==> src/rtl/m68k_bus_pkg.sv <==
// Shared types for the 68000 chip-select window decoder: FSM states, window table entry, PCB ids.
// Entry fields are sized to the largest supported bus so one struct serves every instance.
package m68k_bus_pkg;

  localparam int MAX_ADDR_W = 32;
  localparam int MAX_WAIT_W = 8;

  typedef enum logic [2:0] {
    ST_IDLE,
    ST_DECODE,
    ST_WAIT,
    ST_ACK,
    ST_BERR_WAIT,
    ST_BERR
  } bus_state_t;

  typedef struct packed {
    logic                  en;
    logic [MAX_ADDR_W-1:0] base;
    logic [4:0]            width;
    logic [MAX_WAIT_W-1:0] wait_cnt;
  } win_entry_t;

  typedef enum logic [2:0] {
    PCB_ZERO_WING,
    PCB_OUT_ZONE_CONV,
    PCB_OUT_ZONE,
    PCB_HELLFIRE,
    PCB_TRUXTON,
    PCB_FIRESHARK,
    PCB_VIMANA
  } pcb_id_t;

  // Mask of address bits that take part in the compare; width >= addr_w ignores all of them.
  function automatic logic [MAX_ADDR_W-1:0] keep_mask(input logic [4:0] width, input int addr_w);
    logic [MAX_ADDR_W-1:0] m;
    m = '1;
    if (int'(width) >= addr_w) m = '0;
    else m = m << width;
    return m;
  endfunction

endpackage

==> src/rtl/window_match.sv <==
// Combinational priority matcher over the window table; the lowest matching index wins.
module window_match
  import m68k_bus_pkg::*;
#(
  parameter int NUM_WIN = 24,
  parameter int ADDR_W  = 24,
  parameter int IDX_W   = 5
) (
  input  logic [NUM_WIN*$bits(win_entry_t)-1:0] tbl,
  input  logic [ADDR_W-1:0]                     addr,
  output logic [IDX_W-1:0]                      win_idx,
  output logic                                  hit,
  output logic                                  multi_hit
);

  localparam int ENT_W = $bits(win_entry_t);

  logic [MAX_ADDR_W-1:0] a_ext;
  win_entry_t            ent;

  assign a_ext = MAX_ADDR_W'(addr);

  // Walk from the top down so the lowest matching index is the last one written.
  always_comb begin
    hit       = 1'b0;
    multi_hit = 1'b0;
    win_idx   = '0;
    ent       = '0;
    for (int i = NUM_WIN - 1; i >= 0; i--) begin
      ent = win_entry_t'(tbl[i*ENT_W +: ENT_W]);
      if (ent.en && (((a_ext ^ ent.base) & keep_mask(ent.width, ADDR_W)) == '0)) begin
        if (hit) multi_hit = 1'b1;
        hit     = 1'b1;
        win_idx = IDX_W'(i);
      end
    end
  end

endmodule

==> src/rtl/m68k_window_decoder.sv <==
// Table-driven 68000 chip-select decoder: window table, bus-cycle FSM, wait and timeout counters.
// state      | meaning
// IDLE       | waiting for address strobe
// DECODE     | snapshot match, load wait or timeout counter
// WAIT       | counting wait states before DTACK
// ACK        | dtack_n asserted until strobe released
// BERR_WAIT  | unmapped access, counting down to bus error
// BERR       | berr_n asserted until strobe released
module m68k_window_decoder
  import m68k_bus_pkg::*;
#(
  parameter int NUM_WIN = 24,
  parameter int ADDR_W  = 24,
  parameter int WAIT_W  = 4,
  parameter int TIMEOUT = 64
) (
  input  logic                       clk,
  input  logic                       reset_n,
  input  logic                       cfg_we,
  input  logic [$clog2(NUM_WIN)-1:0] cfg_idx,
  input  logic                       cfg_en,
  input  logic [ADDR_W-1:0]          cfg_base,
  input  logic [4:0]                 cfg_width,
  input  logic [WAIT_W-1:0]          cfg_wait,
  input  logic [ADDR_W-1:0]          cpu_a,
  input  logic                       cpu_as_n,
  output logic [NUM_WIN-1:0]         cs,
  output logic                       dtack_n,
  output logic                       berr_n,
  output logic                       multi_hit,
  output logic                       busy
);

  localparam int IDX_W = $clog2(NUM_WIN);
  localparam int ENT_W = $bits(win_entry_t);
  localparam logic [7:0] TCNT_INIT = 8'(TIMEOUT - 1);

  win_entry_t               tbl_q [NUM_WIN];
  win_entry_t               new_ent;
  logic [NUM_WIN*ENT_W-1:0] tbl_flat;
  logic [IDX_W-1:0]         win_idx;
  logic                     m_hit;
  logic                     m_multi;
  logic [MAX_WAIT_W-1:0]    win_wait;
  logic [MAX_WAIT_W-1:0]    wcnt;
  logic [7:0]               tcnt;
  bus_state_t               state;

  assign new_ent = '{en: cfg_en, base: MAX_ADDR_W'(cfg_base), width: cfg_width,
                     wait_cnt: MAX_WAIT_W'(cfg_wait)};

  always_ff @(posedge clk or negedge reset_n) begin
    if (!reset_n) begin
      for (int i = 0; i < NUM_WIN; i++) tbl_q[i] <= '0;
    end else begin
      for (int i = 0; i < NUM_WIN; i++)
        if (cfg_we && cfg_idx == IDX_W'(i)) tbl_q[i] <= new_ent;
    end
  end

  for (genvar g = 0; g < NUM_WIN; g++) begin : g_flat
    assign tbl_flat[g*ENT_W +: ENT_W] = tbl_q[g];
  end

  window_match #(
    .NUM_WIN (NUM_WIN),
    .ADDR_W  (ADDR_W),
    .IDX_W   (IDX_W)
  ) u_match (
    .tbl       (tbl_flat),
    .addr      (cpu_a),
    .win_idx   (win_idx),
    .hit       (m_hit),
    .multi_hit (m_multi)
  );

  always_comb begin
    win_wait = '0;
    for (int i = 0; i < NUM_WIN; i++)
      if (win_idx == IDX_W'(i)) win_wait = tbl_q[i].wait_cnt;
  end

  always_ff @(posedge clk or negedge reset_n) begin
    if (!reset_n) begin
      state     <= ST_IDLE;
      cs        <= '0;
      dtack_n   <= 1'b1;
      berr_n    <= 1'b1;
      multi_hit <= 1'b0;
      busy      <= 1'b0;
      wcnt      <= '0;
      tcnt      <= '0;
    end else begin
      multi_hit <= 1'b0;
      // Strobe release ends any bus cycle, including mid-wait and mid-timeout aborts.
      if (state != ST_IDLE && cpu_as_n) begin
        state   <= ST_IDLE;
        cs      <= '0;
        dtack_n <= 1'b1;
        berr_n  <= 1'b1;
        busy    <= 1'b0;
      end else begin
        case (state)
          ST_IDLE: begin
            if (!cpu_as_n) begin
              state <= ST_DECODE;
              busy  <= 1'b1;
            end
          end
          ST_DECODE: begin
            multi_hit <= m_multi;
            if (m_hit) begin
              cs   <= {{(NUM_WIN-1){1'b0}}, 1'b1} << win_idx;
              wcnt <= win_wait;
              if (win_wait != '0) begin
                state <= ST_WAIT;
              end else begin
                state   <= ST_ACK;
                dtack_n <= 1'b0;
              end
            end else begin
              tcnt  <= TCNT_INIT;
              state <= ST_BERR_WAIT;
            end
          end
          ST_WAIT: begin
            if (wcnt <= MAX_WAIT_W'(1)) begin
              state   <= ST_ACK;
              dtack_n <= 1'b0;
            end else begin
              wcnt <= wcnt - 1'b1;
            end
          end
          ST_BERR_WAIT: begin
            if (tcnt == '0) begin
              state  <= ST_BERR;
              berr_n <= 1'b0;
            end else begin
              tcnt <= tcnt - 1'b1;
            end
          end
          ST_ACK, ST_BERR: ;
          default: state <= ST_IDLE;
        endcase
      end
    end
  end

endmodule

==> config.mk <==
export PLATFORM = sky130hd
export DESIGN_NAME = m68k_window_decoder
export DESIGN_NICKNAME = d
export VERILOG_FILES = /design/src/rtl/m68k_bus_pkg.sv /design/src/rtl/window_match.sv /design/src/rtl/m68k_window_decoder.sv
export SDC_FILE = /design/constraint.sdc
export NUM_CORES = 2
export LEC_CHECK = 0
export CAP_MARGIN = 10
export CELL_PAD_IN_SITES_DETAIL_PLACEMENT = 0
export CELL_PAD_IN_SITES_GLOBAL_PLACEMENT = 1
export CORE_MARGIN = 1.5
export CORE_UTILIZATION = 47
export DETAILED_ROUTE_END_ITERATION = 6
export PLACE_DENSITY = 0.79
export SKIP_CTS_REPAIR_TIMING = 1
export SLEW_MARGIN = 10
export SYNTH_ARGS = -nofsm -noshare
export SYNTH_HDL_FRONTEND = slang
export SYNTH_SLANG_ARGS = --single-unit
==> constraint.sdc <==
create_clock -name clk -period 4 [get_ports clk]
set_input_delay 1.2 -clock clk [delete_from_list [all_inputs] [get_ports clk]]
set_output_delay 1.2 -clock clk [all_outputs]
set_load 0.03 [all_outputs]
# After elaboration in Yosys (flattened, before gate mapping)
# Index checks and enable logic that the tools add are counted.
word_totals:
  output_inout_bits: 28
  regBits: 863
  input_bits: 67
op_classes:
  eq_ne: 62
  n_addsub: 2
  n_bitwise: 49
  n_mux: 171
  magnitude_cmp: 25
  reduce_logical: 95
  n_shift: 25
op_table:
  columns: ["cell", "n"]
  rows:
  - ["bitwise AND 32 bit", 24]
  - ["zero test 32 bit", 24]
  - ["2-to-1 mux 32 bit", 24]
  - ["left shift 32 x 5 -> 32 bit, first input constant", 24]
  - ["bitwise XOR 24 bit", 24]
  - ["2-to-1 mux 8 bit", 27]
  - ["greater-or-equal comparator 5 bit, second input constant", 24]
  - ["2-to-1 mux 5 bit", 24]
  - ["2-to-1 mux 1 bit", 83]
  - ["equality test 5 x 4 -> 1 bit, second input constant", 16]
  - ["equality test 5 bit, second input constant", 16]
  - ["2-to-1 mux 24 bit", 3]
  - ["logical AND 1 bit", 49]
  - ["equality test 5 x 3 -> 1 bit, second input constant", 8]
  - ["case mux 8 bit (2 select lines)", 2]
  - ["left shift 1 x 5 -> 24 bit, first input constant", 1]
  - ["equality test 5 x 2 -> 1 bit, second input constant", 4]
  - ["AND reduction 4 bit", 4]
  - ["subtractor 8 x 1 -> 8 bit, second input constant", 2]
  - ["2-to-1 mux 3 bit", 5]
  - ["inequality test 3 bit, second input constant", 5]
  - ["case mux 3 bit (5 select lines)", 1]
  - ["nonzero test 2 bit", 7]
  - ["equality test 5 x 1 -> 1 bit, second input constant", 2]
  - ["16 further kinds", 26]

# Depth between registers and ports, before layout
logic_depth:
  ltp_word: 59
  mapped_depth: 21
  depth_no_buf: 15

# Hierarchy
# Synthesis repeated with hierarchy kept, for this count alone.
hier_totals:
  hier_cells: 4021
  hier_area_um2: 46388.2
by_module_without_submodules:
  columns: ["mod", "n_inst", "cells_per_inst", "area_each_um2"]
  rows:
  - ["m68k_window_decoder", 1, 2220, 33848.7]
  - ["window_match", 1, 1801, 12539.5]

# Worst setup path before layout
# Ideal clock, no wire load.
synth_path:
  kind: "input to register"
  startpoint: "input port cpu_a[8]"
  endpoint: "register dtack_n"
  path_stages: 17
  arrival_ns: 4.809
  path_slack_ns: -0.887
  required_ns: 3.922
  path_cell_list: "buf_4 -> xor2_1 -> a221o_1 -> nor3_1 -> a31oi_1 -> o31ai_2 -> o21ai_1 -> a2111o_1 -> a22o_4 -> o21ai_2 -> buf_2 -> mux2_1 -> nand2_1 -> nand3b_1 -> a211oi_1 -> nand4_1 -> a31o_1"
synth_between:
  elab_chain_len: 56
  word_cells_on_any_way: 196
synth_rtl:
  columns: ["element", "line", "source"]
  rows:
  - ["from (decl)", "m68k_window_decoder.sv:25", "input logic [ADDR_W-1:0] cpu_a,"]
  - ["bitwise XOR 24 bit", "window_match.sv:31", "if (ent.en && (((a_ext ^ ent.base) & keep_mask(ent.width, ADDR_W)) == '0)) begin"]
  - ["bitwise AND 32 bit", "window_match.sv:31", null]
  - ["zero test 32 bit", "window_match.sv:31", null]
  - ["logical AND 1 bit", "window_match.sv:31", null]
  - ["2-to-1 mux 5 bit (24 in series)", "window_match.sv:31", null]
  - ["zero test 5 bit", "m68k_window_decoder.sv:80", "if (win_idx == IDX_W'(i)) win_wait = tbl_q[i].wait_cnt;"]
  - ["2-to-1 mux 4 bit", "m68k_window_decoder.sv:80", null]
  - ["2-to-1 mux 8 bit (23 in series)", "m68k_window_decoder.sv:80", null]
  - ["nonzero test 8 bit", "m68k_window_decoder.sv:115", "if (win_wait != '0) begin"]
  - ["inequality test 3 bit (no line)", null, null]
  - ["AND reduction 4 bit (no line) *", null, null]
  - ["to (signal assigned)", "m68k_window_decoder.sv:87", "dtack_n <= 1'b1;"]
  - ["to (signal assigned)", "m68k_window_decoder.sv:119", "dtack_n <= 1'b0;"]
  - ["to (signal assigned)", "m68k_window_decoder.sv:129", "dtack_n <= 1'b0;"]
  - ["to (decl)", "m68k_window_decoder.sv:28", "output logic dtack_n,"]
# Mark *: on every way between the ends. The rest lies on a longest branch, timed or not.
# A chain may end at the register's enable or synchronous reset.

# Worst setup path in the final report
layout_path:
  startpoint: "input port cpu_a[0]"
  endpoint: "register dtack_n"
# Same word-level chain as after synthesis.

==> run metrics <==
async set-or-reset flop fraction in the synthesized netlist 100%; Final nets 4610; GP Congestion 0.918; FILL cells 7886; largest net degree at the start of global routing 109; Worst-path clk slew 60 ps; Synth Cell Area 46000 um^2; Die Ht 316 um; Distinct cells, synth 114; worst-margin pin slew 1240 ps; number of iterations in the first detailed-routing pass 7; Post-synth top cells 861 x dfrtp_1, 806 x mux2_2, 307 x xor2_1, 274 x xnor2_1, 230 x clkbuf_1; WP data required 4580 ps; total power 29.7 mW; initial antenna violation count 10; met2 usage 49.6%; failing checks design-rule violations, negative setup slack; wire per inst 26.5 um; wirelength, routed 156 mm; Vias per Instance 6.02; htree depth 3; Hold Crit Class primary input to asynchronous set/reset pin; YS warnings 0; clk sinks 863; Syn Nets 4081; period utilisation layout 122%; number of placement rows 114; reg2reg setup slack -570 ps; number of synthesized register bits 863; most frequent cell after synthesis dfrtp_1; first-pass GRT wire length 226 mm; critical path's slowest cell or3b_4; met1 track utilization from global routing 41.9%; max-cap violations 0; clk root buf clkbuf_16; Critical Path AT 5480 ps; met3 Track Usage GR 3.90%; area added between synthesis and finish 25.1%; Cell Chain, Critical Path buf_4 -> buf_12 -> buf_4 -> xnor2_1 -> nor3_1 -> nor4_2 -> o31ai_1 -> o31a_1 -> buf_12 -> buf_6 -> nand4b_1 -> or3b_4 -> buf_6 -> and4b_2 -> nand4_1 -> or2_1 -> o221a_1 -> nor4bb_4 -> a211oi_2 -> nand4_1 -> a31o_1; Synth top area share 46.8%; cts bufs inserted 96; total gr overflow 0; WP buf/inv 6; Starting Density 47.5%; Die ar. 99800 um^2; Worst setup EP type flop; Setup-failing EPs final 17; clk_lat worst skew 690 ps; Peak VDD IR 0.408 mV; TNS Setup -5050 ps; Clock Skews 41.7 ps; die width 316 um; Relative slew margins 17.1%; post-synthesis sequential area ratio 46.9%; final hold violation count 0; Total Routing Usage GR 30.6%; startpoint types primary input; outcome complete, but fails checks; Fmax 0.204 GHz; Final WS setup -896 ps; fin crit period 4900 ps; GR peak layer met2; PortBufs 94; Avg Cell Area, Syn 11.5 um^2; residual DRC count 24; dpl hpwl 101 mm; pwr dens 517 nW/um^2; unrepaired setup endpoints after global routing true; vias in the first global route 34.6k; CP Max Fanout 5; cell family with most CP delay simple AND/OR/NAND/NOR gates; max-slew violations 0; Setup CP Type primary input to flop; Ports 95; core area 96900 um^2; Synth area leaders dfrtp_1 47%, mux2_2 20%, xor2_1 5.8%, xnor2_1 5.2%, a21oi_1 2.0%; Mapped Cells 4008; dominant cell type by area after synthesis dfrtp_1; maximum clock path buffer count 3; post-route ant nets 0; ys flop type dfrtp_1; 1st-iter DRT viols 3308; CTS tree done; EDFF count, synth 0; biggest cell delay along the critical path 440 ps; via count 35.5k; LEAKAGE 25.6 nW; layout cells sized above 1 41.8%
## stage by stage
step / setup slack, ps / cells / hold slack [ps] / instance area [um^2] / utilization, %
global placement: -1700 / 5656 / 459 / 52500 / 54.2
finish: -896 / 5890 / 467 / 57600 / 59.5
floorplan: -731 / 4008 / 452 / 46200 / -
CTS: -1140 / 5829 / 454 / 55700 / 57.5
detailed placement: -1790 / 5656 / 469 / 52500 / 54.2
global route: -978 / 5888 / 470 / 57600 / 59.5
## flip-flops by register name, indices dropped and copies added (netlist names)
register / count
multi_hit: 1
state: 3
busy: 1
tbl_flat: 816
tcnt: 8
dtack_n: 1
cs: 24
berr_n: 1
wcnt: 8
## metal layers
layer,vias to the layer above,wire [um]
met5,-,0
met2,1371,73500
met3,350,10200
li1,15500,-
met1,18300,65300
met4,0,6960
## cells by family (layout without fill, tap and decap cells)
| kind of cell | after synthesis | in the layout | share of synthesized area, % |
|---|---|---|---|
| flip-flops | 863 | 863 | 46.9 |
| adder cells (fa/ha/maj) | 10 | 10 | 0.250 |
| buffers and inverters | 387 | 990 | 4.01 |
| XOR/XNOR | 581 | 581 | 11.1 |
| other | 0 | 2 | 0 |
| multiplexers | 812 | 812 | 19.9 |
| AND/OR/NAND/NOR | 567 | 567 | 6.12 |
| AO/OA/AOI/OAI | 788 | 789 | 11.8 |
## placed cells by master (no fill, tap or decap), types with 23 or more instances in the layout
cell	synthesis	final
nand2_1	198	187
o21ai_1	11	23
nand4_1	32	32
clkbuf_16	0	105
a21oi_1	180	167
nand3_1	64	60
inv_1	49	49
xor2_1	307	289
buf_12	1	87
buf_2	26	39
a22oi_1	25	23
nor3_1	41	32
dfrtp_1	861	861
buf_6	32	39
xnor2_1	274	260
nor2_1	94	80
a31oi_1	54	53
clkinv_2	0	23
o21ai_0	168	146
buf_4	28	547
clkdlybuf4s50_1	0	42
o211ai_1	42	42
mux2_2	806	805
## final timing paths
| kind | start | cells after the start | endpoint |
|---|---|---|---|
| max | cpu_a[0] | 21 | dtack_n |
| min | reset_n | 1 | tbl_flat[215] |
| max reg2reg | tbl_flat[607] | 17 | dtack_n |
| min reg2reg | tcnt[7] | 1 | tcnt[7] |
| max in group asynchronous | reset_n | 3 | tbl_flat[1066] |
| min in group clk | tcnt[7] | 1 | tcnt[7] |
## final cells by class
type	count	area, um^2	share of cell area [%]
multi-input combinational	2759	23800	41.4
sequential	863	21600	37.5
timing repair buffer	768	7160	12.4
clock buffer	133	2810	4.87
tap	1276	1600	2.77
clock inverter	40	413	0.717
inverter	49	184	0.319
antenna	2	5.00	0.00869
## power by group
part / internal (mW) / total (mW) / switching [mW]
sequential: 10.4 / 11.8 / 1.41
clock: 5.34 / 9.08 / 3.74
combinational: 4.48 / 8.82 / 4.35
total: 20.2 / 29.7 / 9.50
No activity file was read; power rests on OpenSTA's default activity.
